### src/rtl/byte_sequencer_if.sv
// Byte sequencer handshake bundle: word-in stream and byte-out stream.
// slave = the sequencer, master = whoever drives words in and drains bytes out.
interface byte_sequencer_if;
    logic        in_valid;
    logic        in_ready;
    logic [31:0] in_data;
    logic [1:0]  in_len;
    logic        in_msb_first;
    logic        out_valid;
    logic        out_ready;
    logic [7:0]  out_byte;
    logic        out_last;

    modport slave (
        input  in_valid, in_data, in_len, in_msb_first, out_ready,
        output in_ready, out_valid, out_byte, out_last
    );

    modport master (
        output in_valid, in_data, in_len, in_msb_first, out_ready,
        input  in_ready, out_valid, out_byte, out_last
    );
endinterface

### src/rtl/byte_sequencer.sv
// Splits 32-bit words into 1..4 bytes, LSB- or MSB-first, with a wrapping
// count of bytes accepted downstream.
module byte_sequencer #(
    parameter int CNT_W = 16
) (
    input  logic                 clk,
    input  logic                 rst_n,
    byte_sequencer_if.slave      bus,
    output logic [CNT_W-1:0]     bytes_sent
);
    typedef enum logic {IDLE, SEND} state_e;

    state_e             state_q, state_d;
    logic [31:0]        data_q, data_d;
    logic [1:0]         len_q, len_d;
    logic               msb_q, msb_d;
    logic [1:0]         idx_q, idx_d;
    logic [CNT_W-1:0]   cnt_q, cnt_d;

    logic               sending;
    logic [1:0]         final_idx;
    logic               last_idx;
    logic               in_fire;
    logic               out_fire;

    assign sending   = (state_q == SEND);
    assign final_idx = msb_q ? (2'd3 - len_q) : len_q;
    assign last_idx  = sending && (idx_q == final_idx);

    assign bus.out_valid = sending;
    assign bus.out_last  = last_idx;
    assign bus.out_byte  = sending ? data_q[{idx_q, 3'b000} +: 8] : 8'h00;
    // Accepting on the last byte's handshake lets words chain with no bubble.
    assign bus.in_ready  = sending ? (last_idx & bus.out_ready) : 1'b1;

    assign in_fire  = bus.in_valid & bus.in_ready;
    assign out_fire = sending & bus.out_ready;

    assign bytes_sent = cnt_q;

    always_comb begin
        state_d = state_q;
        data_d  = data_q;
        len_d   = len_q;
        msb_d   = msb_q;
        idx_d   = idx_q;
        cnt_d   = cnt_q + {{(CNT_W-1){1'b0}}, out_fire};
        if (in_fire) begin
            state_d = SEND;
            data_d  = bus.in_data;
            len_d   = bus.in_len;
            msb_d   = bus.in_msb_first;
            idx_d   = bus.in_msb_first ? 2'd3 : 2'd0;
        end else if (out_fire) begin
            if (last_idx)
                state_d = IDLE;
            else
                idx_d = msb_q ? (idx_q - 2'd1) : (idx_q + 2'd1);
        end
    end

    always_ff @(posedge clk) begin
        if (!rst_n) begin
            state_q <= IDLE;
            data_q  <= '0;
            len_q   <= '0;
            msb_q   <= 1'b0;
            idx_q   <= '0;
            cnt_q   <= '0;
        end else begin
            state_q <= state_d;
            data_q  <= data_d;
            len_q   <= len_d;
            msb_q   <= msb_d;
            idx_q   <= idx_d;
            cnt_q   <= cnt_d;
        end
    end
endmodule

### src/flat_wrapper.sv
// flat-port wrapper written by rule: the top's interface ports become plain ports
module byte_sequencer_flat 
#(
    parameter int CNT_W = 16
)
  (clk, rst_n, bytes_sent, bus_in_valid, bus_in_data, bus_in_len, bus_in_msb_first, bus_out_ready, bus_in_ready, bus_out_valid, bus_out_byte, bus_out_last);
  byte_sequencer_if bus_i ();
  input  logic clk;
  input  logic rst_n;
  output logic [CNT_W-1:0] bytes_sent;
  input wire logic [$bits(bus_i.in_valid)-1:0] bus_in_valid;
  input wire logic [$bits(bus_i.in_data)-1:0] bus_in_data;
  input wire logic [$bits(bus_i.in_len)-1:0] bus_in_len;
  input wire logic [$bits(bus_i.in_msb_first)-1:0] bus_in_msb_first;
  input wire logic [$bits(bus_i.out_ready)-1:0] bus_out_ready;
  output wire logic [$bits(bus_i.in_ready)-1:0] bus_in_ready;
  output wire logic [$bits(bus_i.out_valid)-1:0] bus_out_valid;
  output wire logic [$bits(bus_i.out_byte)-1:0] bus_out_byte;
  output wire logic [$bits(bus_i.out_last)-1:0] bus_out_last;
  assign bus_i.in_valid = bus_in_valid;
  assign bus_i.in_data = bus_in_data;
  assign bus_i.in_len = bus_in_len;
  assign bus_i.in_msb_first = bus_in_msb_first;
  assign bus_i.out_ready = bus_out_ready;
  assign bus_in_ready = bus_i.in_ready;
  assign bus_out_valid = bus_i.out_valid;
  assign bus_out_byte = bus_i.out_byte;
  assign bus_out_last = bus_i.out_last;
  byte_sequencer #(.CNT_W(CNT_W)) u_core (.clk(clk), .rst_n(rst_n), .bus(bus_i), .bytes_sent(bytes_sent));
endmodule
### config.mk
export PLATFORM = sky130hd
export DESIGN_NAME = byte_sequencer_flat
export DESIGN_NICKNAME = d
export VERILOG_FILES = /design/src/rtl/byte_sequencer_if.sv /design/src/rtl/byte_sequencer.sv /design/src/flat_wrapper.sv
export SDC_FILE = /design/constraint.sdc
export NUM_CORES = 1
export LEC_CHECK = 0
export CORE_MARGIN = 2
export CORE_UTILIZATION = 30
export DETAILED_ROUTE_END_ITERATION = 7
export PLACE_DENSITY = 0.64
export SLEW_MARGIN = 25
export SYNTH_ARGS = -nofsm -noshare
export SYNTH_HDL_FRONTEND = slang
export SYNTH_SLANG_ARGS = --single-unit
### constraint.sdc
create_clock -name clk -period 6.8 [get_ports clk]
set_clock_uncertainty 0.2 [all_clocks]
set_input_delay 1.7 -clock clk [delete_from_list [all_inputs] [get_ports clk]]
set_output_delay 1.7 -clock clk [all_outputs]
set_load 0.02 [all_outputs]
## After elaboration in Yosys (flattened, before gate mapping)

Index checks and enable logic that the tools add are counted.

- Shift operators: 1
- Eq/ne operators: 2
- Add/subtract/negate cells: 4
- Bitwise logic cells: 3
- Reduce and logical (&&, ||, !) cells: 5
- Mux-type cells: 11

Operator list:

| kind | number |
|---|---|
| variable part select 32 x 6 -> 8 bit | 1 |
| adder 16 x 1 -> 16 bit | 1 |
| 2-to-1 mux 2 bit | 6 |
| 2-to-1 mux 8 bit | 1 |
| 2-to-1 mux 1 bit | 4 |
| AND reduction 2 bit | 2 |
| nonzero test 2 bit | 2 |
| AND 1 bit | 3 |
| adder 2 x 1 -> 2 bit, second input constant | 1 |
| equality test 2 bit | 1 |
| != test 2 bit, second input constant | 1 |
| subtractor 2 x 1 -> 2 bit, second input constant | 1 |
| subtractor 2 bit, first input constant | 1 |
| logical AND 1 bit | 1 |

- Output and inout bits: 27
- Input bits: 39
- Register bits after elaboration: 54
- Logic and storage cells: 32

## Depth between registers and ports, before layout

Gate-level depths: netlist of the first run.

- Depth in word-level cells: 9
- Mapped depth: 7
- Mapped depth without buffers: 7

## Worst setup path before layout of the first run

Ideal clock, no wire load.

- Path kind: input port to output port
- From: input bus_out_ready
- To: output bus_in_ready
- Arrival time: 1.917 ns
- Setup slack: 2.983 ns
- Stages: 1
- Data required time: 4.900 ns
- Buffers on the path: 0
- Cells stage by stage: a21bo_2

- Word-level cells in the longest chain between the ends: 2

RTL lines:

| element | line | RTL |
|---|---|---|
| start: declaration | flat_wrapper.sv:15 | `input wire logic [$bits(bus_i.out_ready)-1:0] bus_out_ready;` |
| AND 1 bit | byte_sequencer.sv:34 | `assign bus.in_ready = sending ? (last_idx & bus.out_ready) : 1'b1;` |
| 2-to-1 mux 1 bit | byte_sequencer.sv:34 |  |
| end: declaration | flat_wrapper.sv:16 | `output wire logic [$bits(bus_i.in_ready)-1:0] bus_in_ready;` |

No other way between the ends.

## Worst setup path in the final report of the first run

Same ends and word-level chain as after synthesis.

==> results.txt, run 1 <==
The fraction of registers with async set/reset is 0%. At the end of routability-driven placement, the weighted congestion stood at 0.7353. The die is 97.41 um tall. The die outline area came out at 9488 um2.

The maximum number of pins on one net before global-route repair is between 80 and 90. The clock sink count came out at 54. The placeable core region came out at 8593 um2. The final-stage net count came out at 379. The number of top-level pins is 66. Summed over all layers, the global routing overflow is 0. The startpoint-to-endpoint class of the critical path is input port to output port. The synthesis-stage register bit count came out at 54. The path class of the tightest hold or removal check is flop to flop. The tree is rooted in a sky130_fd_sc_hd__clkbuf_8. The clock passes through at most 2 buffers. The number of antenna violations at the first check in global routing is 0.

Setup repair after global routing left no endpoint under its margin. The combined global-route utilization of all metal layers is a little under an eighth. The slew at the pin closest to its max-slew limit is roughly 0.77 ns. The detailed-routing iteration count for the pre-antenna-repair pass came out at 4. The ratio of routed vias to standard cells came out at 4.702. In the final routed layout, each cell accounts on average for 12.67 um. The average cell area after synthesis is 9.315 um2. Buffers placed on the I/O ports in this run total 65. Counting every instance in the synthesized netlist gives around 280. The sort of element at the start of the critical path is an input port. The number of buffers inserted during clock tree synthesis came out at 5.

For this run, the leading register cell type out of synthesis is sky130_fd_sc_hd__dfxtp_1. The critical path data arrival time is 2.97 ns. The post-synthesis cell type count is just over 40. The clock-pin slew on the worst setup and hold paths is 0.09 ns. For this block, the initial DRC count from the detailed router was 53. The cell area reported after detailed placement came out at 3301 um2.

The setup slack after placement is between 1.5 and 2 ns. The run finished with clean final reports. The final cell area excluding filler cells is 3413 um2. The total setup violations reported at the end of the flow is 0. The total number of yosys warnings is 0.

The sum of net half-perimeters after detailed placement is between 3000 and 4000 um. The final count of pins violating max slew is 0. The final critical-path share of the clock period came out at 71.56%. The clock tree synthesis step divided the H-tree into 2 levels.

Setup slack closes at 1.934 ns. The layout cell share with drive strength beyond 1 came out at 7.101%. The placement row count is 34. The total number of vias came out at 2097. STA puts the critical path data required time at 4.90 ns. The number of routed nets with antenna violations is 0. The maximum vdd drop came out at ~0.088 mV.

The first-pass GRT wire length is 9266 um. In this run the worst path has a maximum fanout of 5. The footprint of the multi-input gates came out at about 1400 um2. TritonCTS built the clock tree.

The accumulated negative setup slack came out at 0 ns. The total power divided by cell area came out at 214.3 nW/um2. The number of antenna diodes in the final layout is 0. The DRC violations left came out at 0. The max-capacitance violation count is 0. The share of synthesized area occupied by flip-flops and latches came out at 41.30%. The hold violation count in the final report is 0. The endpoint type of the worst setup path is an output port. The x dimension of the die came out at 97.41 um.

For this run, the top clock speed supported by timing is 0.2055 GHz. The fill cell instance count of the final layout came out at 875. The number of enable flip-flop cells after synthesis is 0. The effective utilization at floorplan came out at between 30% and 40%.

Post-CTS timing repair inserted 0 buffers for setup. The final hold slack is 0.2583 ns. The synthesis-to-layout area growth is 30.40%. The number of global-route vias before repair is 1969. The synthesized net count is around 320.

The worst pin sits at a relative slew slack of 48.59%. The latest clock arrival within the worst-skew pair is 0.30 ns. The minimum period implied by the final worst setup slack came out at 4.866 ns. The number of hold buffers added after cts came out at 0. The static leakage came out at roughly 1.3 nW. After synthesis the cells add up to 2618 um2. For this block, the routed nets add up to 5653 um of wire. In the final layout, flip-flops and latches occupy 1081 um2. The quantity of gates resized following cts came out at 0.
per-layer routing:
layer	part of all wire (%)	track usage (%)	vias to the layer above
met1	46	15.23	964
met4	0.94	3.098	0
met5	0	0	-
li1	-	-	1071
met2	47	19.68	57
met3	5.6	3.309	5
layout by cell type, fill, tap and decap left out, drive strengths merged:
master         instances
nor2                  10
a21oi                  4
or4b                   1
ha                     2
bufinv                 1
or4                    1
a21boi                 1
nand4                  6
and4                   1
a21bo                  1
dfxtp                 54
mux2i                 35
o22ai                  1
nand2                 77
a31oi                  1
xor2                   6
nor4                   2
xnor2                  6
or3                    5
buf                    3
nand3b                 1
nand3                  5
o211ai                 3
nor3                   1
o221ai                 1
nand2b                 2
o21ai                  5
a32oi                  1
clkbuf                 6
clkdlybuf4s50         64
mux4                   8
o31ai                  2
and2                  14
inv                    4
and3                   3
critical path, cell delays in order:
cell and delay [ns]:
sky130_fd_sc_hd__clkdlybuf4s50_1 0.53, sky130_fd_sc_hd__a21bo_2 0.14, sky130_fd_sc_hd__clkdlybuf4s50_1 0.59
worst paths after layout:
| kind | startpoint | end | slack (ns) | depth (start not counted) |
|---|---|---|---|---|
| worst max-delay path | bus_out_ready | bus_in_ready | 1.93 | 3 |
| worst min-delay path | u_core.data_q[25] | u_core.data_q[25] | 0.26 | 2 |
| worst min register to register | u_core.data_q[25] | u_core.data_q[25] | 0.26 | 2 |
| worst max register to register | u_core.idx_q[0] | u_core.idx_q[1] | 3.96 | 5 |
stage by stage:
step | cells | utilization, % | total power, mW
floorplan | 281 | - | 0.4773
finish | 446 | 39.72 | 0.7314
global route | 446 | 39.72 | 0.7706
global placement | 439 | 38.41 | 0.5198
CTS | 446 | 39.72 | 0.7444
detailed placement | 439 | 38.41 | 0.5229
cell usage after synthesis, types with 3 or more instances:
| master | count | share of area, % |
|---|---|---|
| sky130_fd_sc_hd__a21oi_1 | 4 | 0.76 |
| sky130_fd_sc_hd__and2_1 | 14 | 3.3 |
| sky130_fd_sc_hd__buf_12 | 3 | 2.3 |
| sky130_fd_sc_hd__clkbuf_1 | 11 | 1.6 |
| sky130_fd_sc_hd__dfxtp_1 | 54 | 41 |
| sky130_fd_sc_hd__inv_1 | 4 | 0.57 |
| sky130_fd_sc_hd__mux2i_1 | 35 | 13 |
| sky130_fd_sc_hd__mux4_2 | 8 | 6.9 |
| sky130_fd_sc_hd__nand2_1 | 77 | 11 |
| sky130_fd_sc_hd__nand3_1 | 5 | 0.96 |
| sky130_fd_sc_hd__nand4_1 | 5 | 1.2 |
| sky130_fd_sc_hd__nor2_1 | 10 | 1.4 |
| sky130_fd_sc_hd__o21ai_0 | 5 | 0.96 |
| sky130_fd_sc_hd__or3_1 | 3 | 0.72 |
| sky130_fd_sc_hd__xnor2_1 | 6 | 2.0 |
| sky130_fd_sc_hd__xor2_1 | 6 | 2.0 |
layout make-up:
type / instances / share of cell area [%]
multi-input cells: 206 / 41.28
clock buffers: 6 / 2.419
repair buffers: 67 / 19.35
flip-flops and latches: 54 / 31.67
well taps: 108 / 3.959
inverters: 4 / 0.4399
clock inverters: 1 / 0.8798
registers in the layout, summed over array words and instances, names as in the netlist:
name,count
u_core.idx_q,2
u_core.bus.out_valid,1
u_core.bytes_sent,16
u_core.data_q,32
u_core.len_q,2
u_core.msb_q,1
power breakdown:
group          total [mW]  internal [mW]  switching (mW)
Clock               0.218          0.118           0.100
Combinational       0.146         0.0824          0.0637
Sequential          0.367          0.341          0.0260
Total               0.731          0.541           0.190
kinds of logic after synthesis:
| group | synth area share, % |
|---|---|
| and+or+nand+nor | 23.09 |
| DFF | 41.30 |
| muxes | 20.27 |
| buffers and inverters | 5.210 |
| AOI/OAI and AO/OA | 5.163 |
| xor gates and xnor gates | 4.015 |
| adders and majority gates | 0.9559 |
Power figures use the tool's default switching activity.
==> inputs of run 2 (changes only) <==
--- a/config.mk
+++ b/config.mk
@@ -8,7 +8,7 @@
 export CORE_MARGIN = 2
 export CORE_UTILIZATION = 30
 export DETAILED_ROUTE_END_ITERATION = 7
-export PLACE_DENSITY = 0.64
+export PLACE_DENSITY = 0.66
 export SLEW_MARGIN = 25
 export SYNTH_ARGS = -nofsm -noshare
 export SYNTH_HDL_FRONTEND = slang
==> constraint.sdc (replaced) <==
create_clock -name clk -period 4.3 [get_ports clk]
set_clock_uncertainty 0.2 [all_clocks]
set_input_delay 1.075 -clock clk [delete_from_list [all_inputs] [get_ports clk]]
set_output_delay 1.075 -clock clk [all_outputs]
set_load 0.02 [all_outputs]
==> run 2 against run 1 <==
Net effect: count of clock-buffer cells in the layout grew 1; total power increased by 51%; final cell count rose by 0.90%; routed wire length is 3.3% higher; die area stayed put; clock power is 31% higher; non-clock buffer count up 3; critical path type is now flop to output port; largest cell class unchanged.
==> results.txt, run 2 (synthesis gave the netlist of run 1 again) <==
Status: complete, no violations (unchanged). The layout cell share with drive strength beyond 1 came out at 7.895% (was 7.101%). The count of buffers added by post-CTS timing repair for setup is 0 (unchanged). The register-to-register setup slack was 1.59 ns (was 3.96 ns). The number of hold buffers added after cts is 0 (unchanged). The clock period could shrink to 3.650 ns. The maximum buffer depth of the clock tree is 2 (unchanged). The die outline area was 9488 um2 (unchanged). The endpoint of the worst hold path is u_core.data_q[17] (was u_core.data_q[25]). The CTS tree is built (unchanged). The placeable core region was 8593 um2 (unchanged). The critical path data arrival time is 2.38 ns (was 2.97 ns). The static leakage was 1.316 nW (was 1.309 nW). The first-pass GRT wire length came out at 9425 um (was 9266 um). The ratio of routed vias to standard cells came out at 4.756 (was 4.702). The clock sink count is 54 (unchanged).

The endpoint type of the worst setup path is an output port (unchanged). The fill cell instance count of the final layout came out at 849 (was 875). The startpoint of the most critical hold path is u_core.data_q[17] (was u_core.data_q[25]).

The die height came out at 97.41 um (unchanged). The number of buffers inserted during clock tree synthesis was 5 (unchanged). The number of routed nets with antenna violations came out at 0 (unchanged). The largest fanout on the critical path came out at 8 (was 5). Most frequent cells in the layout: sky130_fd_sc_hd__nand2_1, sky130_fd_sc_hd__clkdlybuf4s50_1, sky130_fd_sc_hd__dfxtp_1 (unchanged). The total setup violations reported at the end of the flow came out at 0 (unchanged). The placement row count came to 34 (unchanged). The end of the worst register-to-register path is u_core.bytes_sent[15] (was u_core.idx_q[1]). The depth of the worst register-to-register path came out at 6 (was 5).

The startpoint of the worst-slack reg-to-reg timing path is u_core.bus.out_valid (was u_core.idx_q[0]). The combined global-route utilization of all metal layers came to 12.10% (was 11.86%). The timing-limited maximum frequency is around 0.27 GHz. The detailed-routing iteration count for the pre-antenna-repair pass came out at 4 (unchanged). The number of top-level pins was 66 (unchanged).

The count of cells along the worst hold path is 2 (unchanged). The number of flip-flops in the largest register is 32 (unchanged). The utilization after layout is 39.74% (was 39.72%). The cell at the root of the clock tree is sky130_fd_sc_hd__clkbuf_8 (unchanged). The total power divided by cell area came out at 323.3 nW/um2 (was 214.3 nW/um2). The average routed wire per standard cell came out at 12.98 um (was 12.67 um). The synthesis-to-layout area growth is 30.45% (was 30.40%). The sort of element at the start of the critical path is a flop (was input port). The x dimension of the die was 97.41 um (unchanged). The number of design-rule violations left by the first detailed-router iteration came out at 78 (was 53). The critical path required time came out at 3.02 ns (was 4.90 ns). The total congestion overflow is 0 (unchanged). The most flop-heavy register is u_core.data_q (unchanged).

Dividing the final minimum period by the clock period gives 84.89%. The weighted congestion reported at the end of routability-driven placement came out at 0.7463 (was 0.7353). The total number of vias is 2140 (was 2097). The sum of net half-perimeters after detailed placement came out at 4372 um (was 3876 um).

The final-stage net count is 382 (was 379). The quantity of gates resized following cts came out at 0 (unchanged). Setup repair after global routing missed its margin: no (unchanged). The slew at the pin closest to its max-slew limit is 0.8028 ns (was 0.7701 ns). The tightest slew margin relative to the limit came out at 46.22% (was 48.59%).

The number of antenna violations at the first check in global routing is 0 (unchanged). The startpoint-to-endpoint class of the critical path is flop to output port (was input port to output port). The overall routed net length was 5840 um (was 5653 um). The DRC violations left came to 0 (unchanged). The max-capacitance violation count is 0 (unchanged). The most common cell after layout, fill and taps aside was sky130_fd_sc_hd__nand2_1 (unchanged). The clock-pin slew on the worst setup and hold paths came out at 0.09 ns (about the same). The final count of pins violating max slew is 0 (unchanged). The accumulated negative setup slack is 0 ns (unchanged).

The number of diodes came to 0 (unchanged). The hold violation count in the final report came to 0 (unchanged). The maximum number of pins on one net before global-route repair is 45 (was 81). The type of the most critical hold path is flop to flop (unchanged). The number of H-tree levels is 2 (unchanged). The maximum vdd drop came to 0.1215 mV (was 0.08818 mV). The number of input and output port buffers inserted came out at 65 (unchanged). The effective utilization at floorplan is 30.46% (unchanged). The number of global-route vias before repair was 2130 (was 1969). The latest clock arrival within the worst-skew pair is 0.30 ns (about the same). The post-layout total power was 1.104 mW (was 731.4 uW).
-- run 2: how the worst max path moves through the flow --
stage                         start                     to  slack (ns)  cells past startpoint
floorplan             bus_out_ready  u_core.bytes_sent[15]        1.49                      6
global placement      bus_out_ready           bus_in_ready        0.68                      3
detailed placement    bus_out_ready           bus_in_ready        0.68                      3
CTS                 u_core.idx_q[0]        bus_out_byte[3]        0.61                      4
global route        u_core.idx_q[0]           bus_out_last        0.49                      5
finish              u_core.idx_q[0]        bus_out_byte[3]        0.65                      4
-- run 2: cell type report --
type | count | area (um2) | share of cell area, %
repair buffers | 70 | 683.2 | 20.01
clock inverters | 1 | 5.005 | 0.1466
multi-input cells | 206 | 1409 | 41.26
clock buffers | 7 | 86.33 | 2.528
flip-flops and latches | 54 | 1081 | 31.66
well taps | 108 | 135.1 | 3.958
inverters | 4 | 15.01 | 0.4397
-- run 2: power by group --
part	switching, mW	leakage (nW)	total [mW]	internal, mW
clock network	0.154	0.0482	0.285	0.130
logic	0.115	0.825	0.250	0.135
registers	0.0298	0.442	0.569	0.539
total	0.299	1.32	1.10	0.805
-- run 2: metrics by stage --
stage	worst slack, ns	cell area, um2	hold WS (ns)	instances
2_1_floorplan	1.488	2618	0.2315	281
3_3_place_gp	0.6776	3323	0.2398	442
3_5_place_dp	0.6759	3323	0.2434	442
4_1_cts	0.6138	3415	0.2605	450
5_1_grt	0.4892	3415	0.2691	450
6_report	0.6499	3415	0.2557	450
-- run 2: routing by layer --
layer / up-vias / global-route usage (%) / share of wire [%]
met2: 63 / 21.75 / 50
met3: 6 / 2.878 / 5.0
met4: 0 / 3.098 / 1.1
met1: 994 / 14.47 / 44
met5: - / 0 / 0
li1: 1077 / - / -
-- run 2: critical path, cell delays in order (launching register included) --
cell and delay (ns):
sky130_fd_sc_hd__dfxtp_1 0.58, sky130_fd_sc_hd__buf_4 0.26, sky130_fd_sc_hd__mux4_2 0.50, sky130_fd_sc_hd__and2_1 0.19, sky130_fd_sc_hd__clkdlybuf4s50_1 0.54
